$ cat src/rtl/lock_pkg.sv
// ============================================================================
// lock_pkg : shared widths and state encodings for the code-entry lock path
// Revision : 1.0
// ============================================================================
`default_nettype none

package lock_pkg;

  localparam int DIGIT_W     = 2;
  localparam int CODE_DIGITS = 4;
  localparam int CODE_W      = DIGIT_W * CODE_DIGITS;
  localparam int CNT_W       = 3;

  typedef enum logic {
    PRESS_IDLE = 1'b0,
    PRESS_HELD = 1'b1
  } press_state_e;

  // Consumed by the downstream lock FSM, which compares only when code_full=1.
  typedef enum logic [2:0] {
    LOCKED   = 3'd0,
    INPUT    = 3'd1,
    VERIFY   = 3'd2,
    ERROR    = 3'd3,
    UNLOCKED = 3'd4
  } lock_state_e;

endpackage : lock_pkg

`default_nettype wire

$ cat src/rtl/btn_encoder.sv
// ============================================================================
// btn_encoder : one-hot keypad to digit index, plus legality and any-press flags
// Revision    : 1.0
// ============================================================================
`default_nettype none

module btn_encoder
  import lock_pkg::*;
(
  input  logic [3:0]         btn,
  output logic [DIGIT_W-1:0] digit,
  output logic               one_hot,
  output logic               any
);

  // digit is only meaningful when one_hot is set.
  always_comb begin
    digit = '0;
    for (int i = 0; i < 4; i++) begin
      if (btn[i]) digit = DIGIT_W'(i);
    end
  end

  assign one_hot = ($countones(btn) == 1);
  assign any     = |btn;

endmodule : btn_encoder

`default_nettype wire

$ cat src/rtl/code_entry.sv
// ============================================================================
// code_entry : edge-detected keypad capture into a 4-digit code shift register
// Revision   : 1.0
// ============================================================================
`default_nettype none

module code_entry
  import lock_pkg::*;
(
  input  logic              clk,
  input  logic              reset,
  input  logic [3:0]        btn,
  input  logic              capture_en,
  input  logic              clear,
  output logic [CODE_W-1:0] entered_code,
  output logic [CNT_W-1:0]  digit_count,
  output logic              code_full,
  output logic              key_valid,
  output logic              invalid_press,
  output logic              input_error
);

  logic [DIGIT_W-1:0] w_digit;
  logic               w_one_hot;
  logic               w_any;
  logic               w_press;

  press_state_e       state_q;
  logic [CODE_W-1:0]  code_q;
  logic [CNT_W-1:0]   count_q;
  logic               key_valid_q;
  logic               invalid_q;
  logic               error_q;

  btn_encoder u_btn_encoder (
    .btn     (btn),
    .digit   (w_digit),
    .one_hot (w_one_hot),
    .any     (w_any)
  );

  assign w_press = (state_q == PRESS_IDLE) && w_any;

  always_ff @(posedge clk) begin
    if (reset) begin
      state_q     <= PRESS_IDLE;
      code_q      <= '0;
      count_q     <= '0;
      key_valid_q <= 1'b0;
      invalid_q   <= 1'b0;
      error_q     <= 1'b0;
    end else begin
      key_valid_q <= 1'b0;
      invalid_q   <= 1'b0;

      // Press tracking runs regardless of clear/capture_en so a held key never re-fires.
      case (state_q)
        PRESS_IDLE: if (w_any)  state_q <= PRESS_HELD;
        PRESS_HELD: if (!w_any) state_q <= PRESS_IDLE;
        default:                state_q <= PRESS_IDLE;
      endcase

      if (clear) begin
        code_q  <= '0;
        count_q <= '0;
        error_q <= 1'b0;
      end else if (w_press && capture_en) begin
        if (!w_one_hot) begin
          invalid_q <= 1'b1;
          error_q   <= 1'b1;
        end else if (count_q < CNT_W'(CODE_DIGITS)) begin
          code_q      <= {code_q[CODE_W-DIGIT_W-1:0], w_digit};
          count_q     <= count_q + CNT_W'(1);
          key_valid_q <= 1'b1;
        end else begin
          error_q <= 1'b1;
        end
      end
    end
  end

  assign entered_code  = code_q;
  assign digit_count   = count_q;
  assign code_full     = (count_q == CNT_W'(CODE_DIGITS));
  assign key_valid     = key_valid_q;
  assign invalid_press = invalid_q;
  assign input_error   = error_q;

endmodule : code_entry

`default_nettype wire

$ cat config.mk
export PLATFORM = sky130hd
export DESIGN_NAME = code_entry
export DESIGN_NICKNAME = d
export VERILOG_FILES = /design/src/rtl/lock_pkg.sv /design/src/rtl/btn_encoder.sv /design/src/rtl/code_entry.sv
export SDC_FILE = /design/constraint.sdc
export NUM_CORES = 1
export LEC_CHECK = 0
export ABC_CLOCK_PERIOD_IN_PS = 3910
export BUFFER_PORTS_ARGS = -buffer_cell sky130_fd_sc_hd__buf_2
export CAP_MARGIN = 5
export CORE_MARGIN = 4
export CORE_UTILIZATION = 51
export DETAILED_ROUTE_END_ITERATION = 10
export PLACE_DENSITY = 0.8
export REMOVE_ABC_BUFFERS = 1
export SYNTH_ARGS = -nofsm -noshare
export SYNTH_HDL_FRONTEND = slang
export SYNTH_SLANG_ARGS = --single-unit
$ cat constraint.sdc
create_clock -name clk -period 3.91 [get_ports clk]
set_input_delay 0.782 -clock clk [delete_from_list [all_inputs] [get_ports clk]]
set_output_delay 0.782 -clock clk [all_outputs]
set_load 0.02 [all_outputs]
-- Word level (Yosys, flattened, before mapping)
Cells that the tools add are included.
- output and inout port bits: 15
- logic and storage cells: 33
- register bits after elaboration: 15
- input port bits: 8
- multiplexer cells: 8
- $add $sub $neg: 4
- bitwise logic cells: 3
- equality and inequality tests: 3
- reductions and logical operators: 8
- $lt $le $gt $ge: 1
- operators by type and width (kind ; number):
    $add A32 B32 Y32 ; 1
    $eq A32 B2 Y1 const B ; 1
    $reduce_or A4 Y1 ; 2
    $mux W1 ; 6
    $add A1 B1 Y2 ; 2
    $mux W2 ; 2
    $add A3 B1 Y3 const B ; 1
    $eq A3 B3 Y1 const B ; 1
    $lt A3 B3 Y1 const B ; 1
    $not A1 Y1 ; 3
    $reduce_and A3 Y1 ; 1
    $reduce_or A3 Y1 ; 1
    $logic_and A1 B1 Y1 ; 2
    $ne A2 B2 Y1 const B ; 1
    $reduce_and A2 Y1 ; 1
    $reduce_or A2 Y1 ; 1

-- Longest topological paths before layout
Gate-level depths: netlist of run 1.
- word-level depth: 5
- depth in mapped cells: 8
- gate-level depth less buffers: 7

-- Hierarchy
A second synthesis of run 1 with hierarchy kept.
- cells, all modules: 74
- area, all modules: 725.7 um^2
- by module, submodules not included (module ; cells an instance ; seq. area each (um^2) ; area an instance (um^2) ; times used):
    code_entry ; 60 ; 300.3 ; 599.3 ; 1
    btn_encoder ; 14 ; 0.0 ; 126.4 ; 1

-- Least setup slack after synthesis of run 1
OpenSTA, ideal clock, no wires.
- path kind: in2reg
- start: in btn[2]
- end: reg code_q[0], in the netlist entered_code[0]
- path slack: 1258 ps
- data required time: 3838 ps
- library setup time: 72 ps
- stages on the path: 8
- arrival: 2581 ps
- buffers on the path: 1
- path through: inv_1 -> ha_1 -> ha_1 -> fa_1 -> nor4b_4 -> and3_1 -> buf_6 -> mux2i_1
- longest elaborated chain between the ends: 4
- elaborated cells on any way between the ends: 9
- classes of those cells: add/sub: 2; eq/ne: 1; mux: 2; reduce/logical: 4
- RTL lines (what ; RTL line ; RTL):
    start: declaration ; code_entry.sv:12 ; input logic [3:0] btn,
    $add A1 B1 Y2 (implied by the code) or $reduce_or A4 Y1 (tied branches) ; btn_encoder.sv:24, btn_encoder.sv:25 ;
    $add A32 B32 Y32 (implied by the code) or $logic_and A1 B1 Y1 (tied branches) ; btn_encoder.sv:24, code_entry.sv:42 ;
    $eq A32 B2 Y1 or $logic_and A1 B1 Y1 (tied branches) ; btn_encoder.sv:24, code_entry.sv:67 ;
    $reduce_and A3 Y1 (no line) ; - ;
    end signal: assignment ; code_entry.sv:72 ; code_q <= {code_q[CODE_W-DIGIT_W-1:0], w_digit};
    end: declaration ; code_entry.sv:29 ; logic [CODE_W-1:0] code_q;
Several ways; a longest one is shown, not always the timed one.
A chain may end at the register's enable or synchronous reset.

-- Final worst setup path of run 1
Ends and elaborated chain as after synthesis.

==> results.toml, run 1 <==
[timing]
timing.slew.headroom_pct = 42.91
setup_repair_after_global_routing_missed_its_margin = "no"
final-setup-viol-count = 0
fmax_mhz = 359.6
layout_worst_path_cycle_share_pct = 71.12
tightestPinTransition_ns = 0.8532
finalHoldViolCount = 0
final.min_clock_period_ns = 2.781
final_critical_path_setup_slack_ns = 1.129
final-max-slew-violation-count = 0
setup_total_negative_slack_ns = 0
clock-skew-final_ns = 0.006864

[setup_path]
critical_path.top_delay_family = "adder cells"
timing.critical_path.required_ns = 4.12
worstPathMaxFanout = 8
timing.critical_path.slowest_cell_delay_ns = 0.50
critical-path-slowest-cell = "fa_1"
worstSetupPathType = "input port to flip-flop"
end_kind = "flip-flop"
arrival_time_at_the_worst_endpoint_ns = 2.99
path_buf_inv = 2
cpMostUsedCell = "ha_1"
worstPathCellList = "buf_2 -> inv_1 -> ha_1 -> ha_1 -> fa_1 -> nor4b_4 -> and3_1 -> mux2i_1"
timing.critical_path.from_type = "input port"

[drt]
route.detailed.drc = 0
first_pass_iters = 4
finalWirelength_um = 1506
routed-via-count = 642
postRouteAntennaNets = 0
avgViaCountPerCell = 5.632
detail_route.wl_per_cell_um = 13.21
drtIter0Drc = 17

[layout]
post_layout_nonfiller_instances = 114
final_design_area_no_fill_sq_um = 865.8
finalNetCount = 116
sequential_cell_area_sq_um = 300.3
layout.filler_cells = 115
area_delta_synth_final_pct = 19.10
num_antenna_cells = 0
fraction_of_layout_cells_with_a_size_suffix_above_1_pct = 27.27
multi_input_gate_area_in_the_final_layout_sq_um = 387.9

[placement]
place.detailed.hpwl_um = 1131
postPlaceCellArea_sq_um = 839.6
dp_worst_setup_slack_ns = 0.8517
placed_cell_count = 110
portBuffers = 22
gpl.final_weighted_congestion = 0.7400

[grt]
grt_antenna_before_repair = 0
grt_max_degree = 16
globalRouteOverflowTotal = 0
first_global_vias = 611
grt_pass1_wl_um = 2477
globalRouteTotalUtil_pct = 16.90

[synth]
post_synth_inst_count = 75
ys_warn_count = 0
dominant_combinational_cell_family_by_area_after_synthesis = "simple AND/OR/NAND/NOR gates"
synth-simple-area-share_pct = 22.03
synthArstFlopShare_pct = 0
synthXorXnorAreaFrac_pct = 0
synth_flop_cell = "dfxtp_1"
syn_avg_cell_area_sq_um = 9.693
number_of_flops_mapped_to_enable_cells_by_yosys = 0
synthTopCellsByArea = "dfxtp_1, ha_1, mux2i_1"
seq_total_area_yosys_pct = 41.31
post-synth-top-area-cell = "dfxtp_1"
synth_compound_area_share_pct = 5.508
synth_area_sq_um = 726.9
synth_adder_area_share_pct = 14.80
post_synth_mux_area_share_pct = 11.02
synth_top_cell_area_share_pct = 41.31
synth.ff_latch_count = 15
netlist_top_cells_count = "dfxtp_1, nand2_1, mux2i_1"
synthDistinctLibCells = 23

[die]
design.die.area_sq_mm = 0.002094
initial_core_util_pct = 55.18
floorplan.die.width_um = 45.76
io_pins = 23
design.core.area_sq_mm = 0.001318
die_h_um = 45.76
placement_rows = 13

[min_path]
hp-class = "flip-flop to flip-flop"

[clock_tree]
cts_made_buffers = 3
post_cts_buffers = 0
tritoncts = "built"
post_cts_hold_buffer_count = 0
insertion_delay_ns = 0.29
htree_levels = 1
clock_path_buffers = 2
ctsRootBufferMaster = "clkbuf_4"
post_cts.resized_instances = 0
clk_transition_reported_paths_ns = 0.09
cts.sink_count = 15

[run]
cap_violations = 0

[run_status]
status = "completed"

[pwr]
power.leakage_nw = 0.4236
powerDensity_mw_per_mm2 = 340.0
pwr_total_w = 0.0002944
power.ir.vdd_worst_v = 0.0001942
-- cells in the final DEF (no fill, tap or decap), types with 2 or more instances in the layout --
| cell | instances |
|---|---|
| ha_1 | 7 |
| mux2i_1 | 8 |
| dfxtp_1 | 15 |
| nand2_1 | 15 |
| buf_2 | 22 |
| clkbuf_4 | 3 |
| nor3_1 | 3 |
| o21ai_0 | 4 |
| inv_1 | 6 |
| nor2_1 | 2 |
-- through the flow --
step                      utilization [%]  hold slack [ns]
final                               65.72           0.4630
after global routing                65.72           0.4977
after CTS                           65.72           0.4676
after detailed placement            63.72           0.4555
after global placement              63.72           0.4496
after floorplan                         -           0.5332
-- worst reg2reg max path, cell delays in order, from the launching register on --
cell     delay [ns]
dfxtp_1        0.38
nor4b_4        0.36
and3_1         0.44
mux2i_1        0.27
-- registers in the layout (all words and copies together), names as in the netlist --
| name | flops |
|---|---|
| key_valid | 1 |
| input_error | 1 |
| entered_code | 8 |
| digit_count | 3 |
| invalid_press | 1 |
| state_q | 1 |
-- metal layers --
metal	vias to the layer above	routed length [um]	share of wire, %	track usage [%]
met2	29	762	51	29.25
li1	302	-	-	-
met5	-	0	0	0
met1	303	592	39	16.91
met3	8	109	7.2	5.138
met4	0	40	2.7	11.93
-- power by group --
part	switching [W]	internal [W]	total [W]
registers	0.00000101	0.000155	0.000156
logic	0.0000262	0.0000214	0.0000475
clock network	0.0000511	0.0000397	0.0000908
-- worst paths after layout --
| kind | startpoint | end | slack (ns) | cells past startpoint |
|---|---|---|---|---|
| worst max-delay path | btn[2] | entered_code[0] | 1.13 | 8 |
| worst min-delay path | entered_code[7] | entered_code[7] | 0.46 | 2 |
| worst max register to register | digit_count[2] | entered_code[0] | 2.40 | 3 |
| worst min register to register | entered_code[7] | entered_code[7] | 0.46 | 2 |
-- cell families (layout without fill, tap and decap cells) --
logic type / count (synthesis) / after routing
compound gates: 7 / 7
fa+ha+maj: 8 / 8
buf+inv: 8 / 32
flops: 15 / 15
mux: 8 / 8
simple gates: 29 / 29
-- layout make-up --
class                           instances  share of cell area [%]
Clock buffer                            4                   3.035
Inverter                                6                   2.601
Multi-Input combinational cell         52                   44.80
Sequential cell                        15                   34.68
Tap cell                               15                   2.168
Timing Repair Buffer                   22                   12.72
Power figures use the tool's default switching activity.
==> inputs of run 2 (changes only) <==
--- a/config.mk
+++ b/config.mk
@@ -5,13 +5,15 @@
 export SDC_FILE = /design/constraint.sdc
 export NUM_CORES = 1
 export LEC_CHECK = 0
-export ABC_CLOCK_PERIOD_IN_PS = 3910
+export ABC_AREA = 1
+export ABC_CLOCK_PERIOD_IN_PS = 2400
 export BUFFER_PORTS_ARGS = -buffer_cell sky130_fd_sc_hd__buf_2
 export CAP_MARGIN = 5
+export CORE_ASPECT_RATIO = 0.8
 export CORE_MARGIN = 4
-export CORE_UTILIZATION = 51
+export CORE_UTILIZATION = 44
 export DETAILED_ROUTE_END_ITERATION = 10
-export PLACE_DENSITY = 0.8
+export PLACE_DENSITY = 0.73
 export REMOVE_ABC_BUFFERS = 1
 export SYNTH_ARGS = -nofsm -noshare
 export SYNTH_HDL_FRONTEND = slang
==> constraint.sdc (replaced) <==
create_clock -name clk -period 2.4 [get_ports clk]
set_input_delay 0.48 -clock clk [delete_from_list [all_inputs] [get_ports clk]]
set_output_delay 0.48 -clock clk [all_outputs]
set_load 0.02 [all_outputs]
==> results.toml, run 2 <==
[timing]
clock-skew-final_ns = 0.005024
timing.slew.headroom_pct = 87.56
final.min_clock_period_ns = 2.131
tightestPinTransition_ns = 0.1855
setup_repair_after_global_routing_missed_its_margin = "no"
finalHoldViolCount = 0
fmax_mhz = 469.3
setup_total_negative_slack_ns = 0
layout_worst_path_cycle_share_pct = 88.79
final-max-slew-violation-count = 0
final-setup-viol-count = 0

[setup_path]
arrival_time_at_the_worst_endpoint_ns = 2.31
timing.critical_path.from_type = "input port"
worstPathMaxFanout = 21
ff2ff_path_depth = 7
timing.critical_path.required_ns = 2.58
end_kind = "flip-flop"
worst_r2r_endpoint = "digit_count[0]"
crit-reg2reg-launch = "digit_count[2]"
worstSetupPathType = "input port to flip-flop"
reg2reg_setup_slack_ns = 1.29

[pwr]
pwr_total_w = 0.0005005
comb_power_share_pct = 20.0
power_switching_share_pct = 28.42
flop_pwr_share_pct = 52.0
power_frac_clock_pct = 28.0
power.leakage_nw = 0.4595
powerDensity_mw_per_mm2 = 536.9
internal_power_w = 0.0003582
p_sw_w = 0.0001422
power.ir.vdd_worst_v = 0.0004030

[clock_tree]
insertion_delay_ns = 0.28
post_cts_hold_buffer_count = 0
cts.sink_count = 15
htree_levels = 1
post_cts.resized_instances = 0
post_cts_buffers = 0
cts_made_buffers = 3
tritoncts = "built"
clk_transition_reported_paths_ns = 0.09
ctsRootBufferMaster = "clkbuf_4"
clock_path_buffers = 2

[die]
design.core.area_sq_mm = 0.001643
initial_core_util_pct = 46.61
placement_rows = 13
die_h_um = 45.31
design.die.area_sq_mm = 0.002476
floorplan.die.width_um = 54.64
io_pins = 23

[drt]
finalWirelength_um = 1379
detail_route.wirelength.met1_um = 610
met3RoutedLength_um = 85
detail_route.wl_per_cell_um = 9.381
first_pass_iters = 4
avgViaCountPerCell = 4.361
detailroute.wirelength.met2_um = 683
drtIter0Drc = 5
routed-via-count = 641
postRouteAntennaNets = 0
top_signal_layer_used = "met3"
route.detailed.drc = 0

[grt]
grt_max_degree = 22
grt_pass1_wl_um = 2366
grt_antenna_before_repair = 0
globalRouteOverflowTotal = 0
first_global_vias = 579
globalRouteTotalUtil_pct = 13.28

[synth]
synth_area_sq_um = 765.7
ys_warn_count = 0
netlist_top_cells_count = "nand2_1, nor2_1, inv_1"
post_synth_inst_count = 100
number_of_flops_mapped_to_enable_cells_by_yosys = 0
post-synth-top-area-cell = "dfxtp_1"
synth_most_common_cell = "nand2_1"
syn_avg_cell_area_sq_um = 7.657
synthTopCellsByArea = "dfxtp_1, ha_1, nand2_1"
synth_top_cell_area_share_pct = 39.22
synthArstFlopShare_pct = 0
synth.ff_latch_count = 15
seq_total_area_yosys_pct = 39.22
synth_flop_cell = "dfxtp_1"
synthDistinctLibCells = 17

[layout]
area_delta_synth_final_pct = 21.73
layout.filler_cells = 166
mostFrequentLayoutCells = "nand2_1, buf_2, nor2_1, inv_1, dfxtp_1"
largest_register_ff_count = 8
num_antenna_cells = 0
fraction_of_layout_cells_with_a_size_suffix_above_1_pct = 28.00
finalNetCount = 142

[min_path]
hp-class = "input port to flip-flop"
min_to = "state_q"
worstHoldPathCells = 2
min_delay_src = "reset"

[placement]
gpl.final_weighted_congestion = 0.7961
place.detailed.hpwl_um = 1101
portBuffers = 22

[run_status]
status = "completed"

[run]
cap_violations = 0
-- run 2: cell count changes in the layout (fill, tap and decap cells not counted), moves of 3 or more --
| cell | before | now |
|---|---|---|
| nor2_1 | 2 | 21 |
| inv_1 | 6 | 18 |
| mux2i_1 | 8 | 0 |
| o21ai_0 | 4 | 0 |
| nand2_1 | 15 | 22 |
| nor2_4 | 0 | 3 |
-- run 2: per-layer routing --
metal	GRT usage, %	vias up
met5	0	-
met4	1.493	0
met3	7.261	0
met2	21.46	15
met1	15.89	280
li1	-	346
-- run 2: power by group through the flow --
stage / clock network (W) / logic [W] / registers, W
final: 0.000140 / 0.000100 / 0.000260
after global routing: 0.000155 / 0.000112 / 0.000261
after CTS: 0.000144 / 0.000101 / 0.000261
after detailed placement: 0 / 0.000101 / 0.000266
after global placement: 0 / 0.0000953 / 0.000266
after floorplan: 0 / 0.0000606 / 0.000274
-- run 2: metrics by stage --
| stage | utilization (%) | setup WS [ns] | hold slack (ns) | area, sq um | cells |
|---|---|---|---|---|---|
| global route | 56.74 | 0.1580 | 0.3456 | 932.1 | 147 |
| finish | 56.74 | 0.2690 | 0.3593 | 932.1 | 147 |
| floorplan | - | 0.1048 | 0.5264 | 739.5 | 97 |
| CTS | 56.74 | 0.2684 | 0.3552 | 932.1 | 147 |
| global placement | 55.06 | 0.06805 | 0.4412 | 904.6 | 143 |
| detailed placement | 55.06 | -0.03715 | 0.4463 | 904.6 | 143 |
-- run 2: critical path, stage by stage --
cell	delay, ns
buf_2	0.09
inv_1	0.05
ha_1	0.29
ha_1	0.21
fa_1	0.49
nor2_4	0.15
nand3_2	0.12
nor2_4	0.12
buf_12	0.16
nand2_1	0.05
nand2_1	0.06
nor2_1	0.04
-- run 2: cell families (layout without fill, tap and decap cells) --
group | count (synthesis) | count (layout) | share of synthesized area [%]
AND/OR/NAND/NOR | 51 | 51 | 30.39
adder cells (fa/ha/maj) | 8 | 8 | 14.05
flip-flops | 15 | 15 | 39.22
buffers and inverters | 21 | 46 | 12.25
AO/OA/AOI/OAI | 5 | 5 | 4.085
-- run 2: worst max-delay path by stage --
stage                     startpoint               to  slack [ns]  depth (start not counted)
final                         btn[2]   digit_count[0]        0.27                         12
after global routing          btn[2]  entered_code[3]        0.16                         12
after CTS                     btn[2]  entered_code[1]        0.27                         12
after detailed placement      btn[2]  entered_code[0]       -0.04                         12
after global placement        btn[2]  entered_code[1]        0.07                         12
after floorplan               btn[2]   digit_count[0]        0.10                         10
-- run 2: cell type report --
cell class / instances / area (sq um) / area share, %
clock buffer: 3 / 22.52 / 2.416
clock inverter: 1 / 5.005 / 0.5369
inverter: 18 / 67.56 / 7.248
multi-input combinational: 64 / 371.6 / 39.87
sequential: 15 / 300.3 / 32.21
tap: 22 / 27.53 / 2.953
timing repair buffer: 24 / 137.6 / 14.77
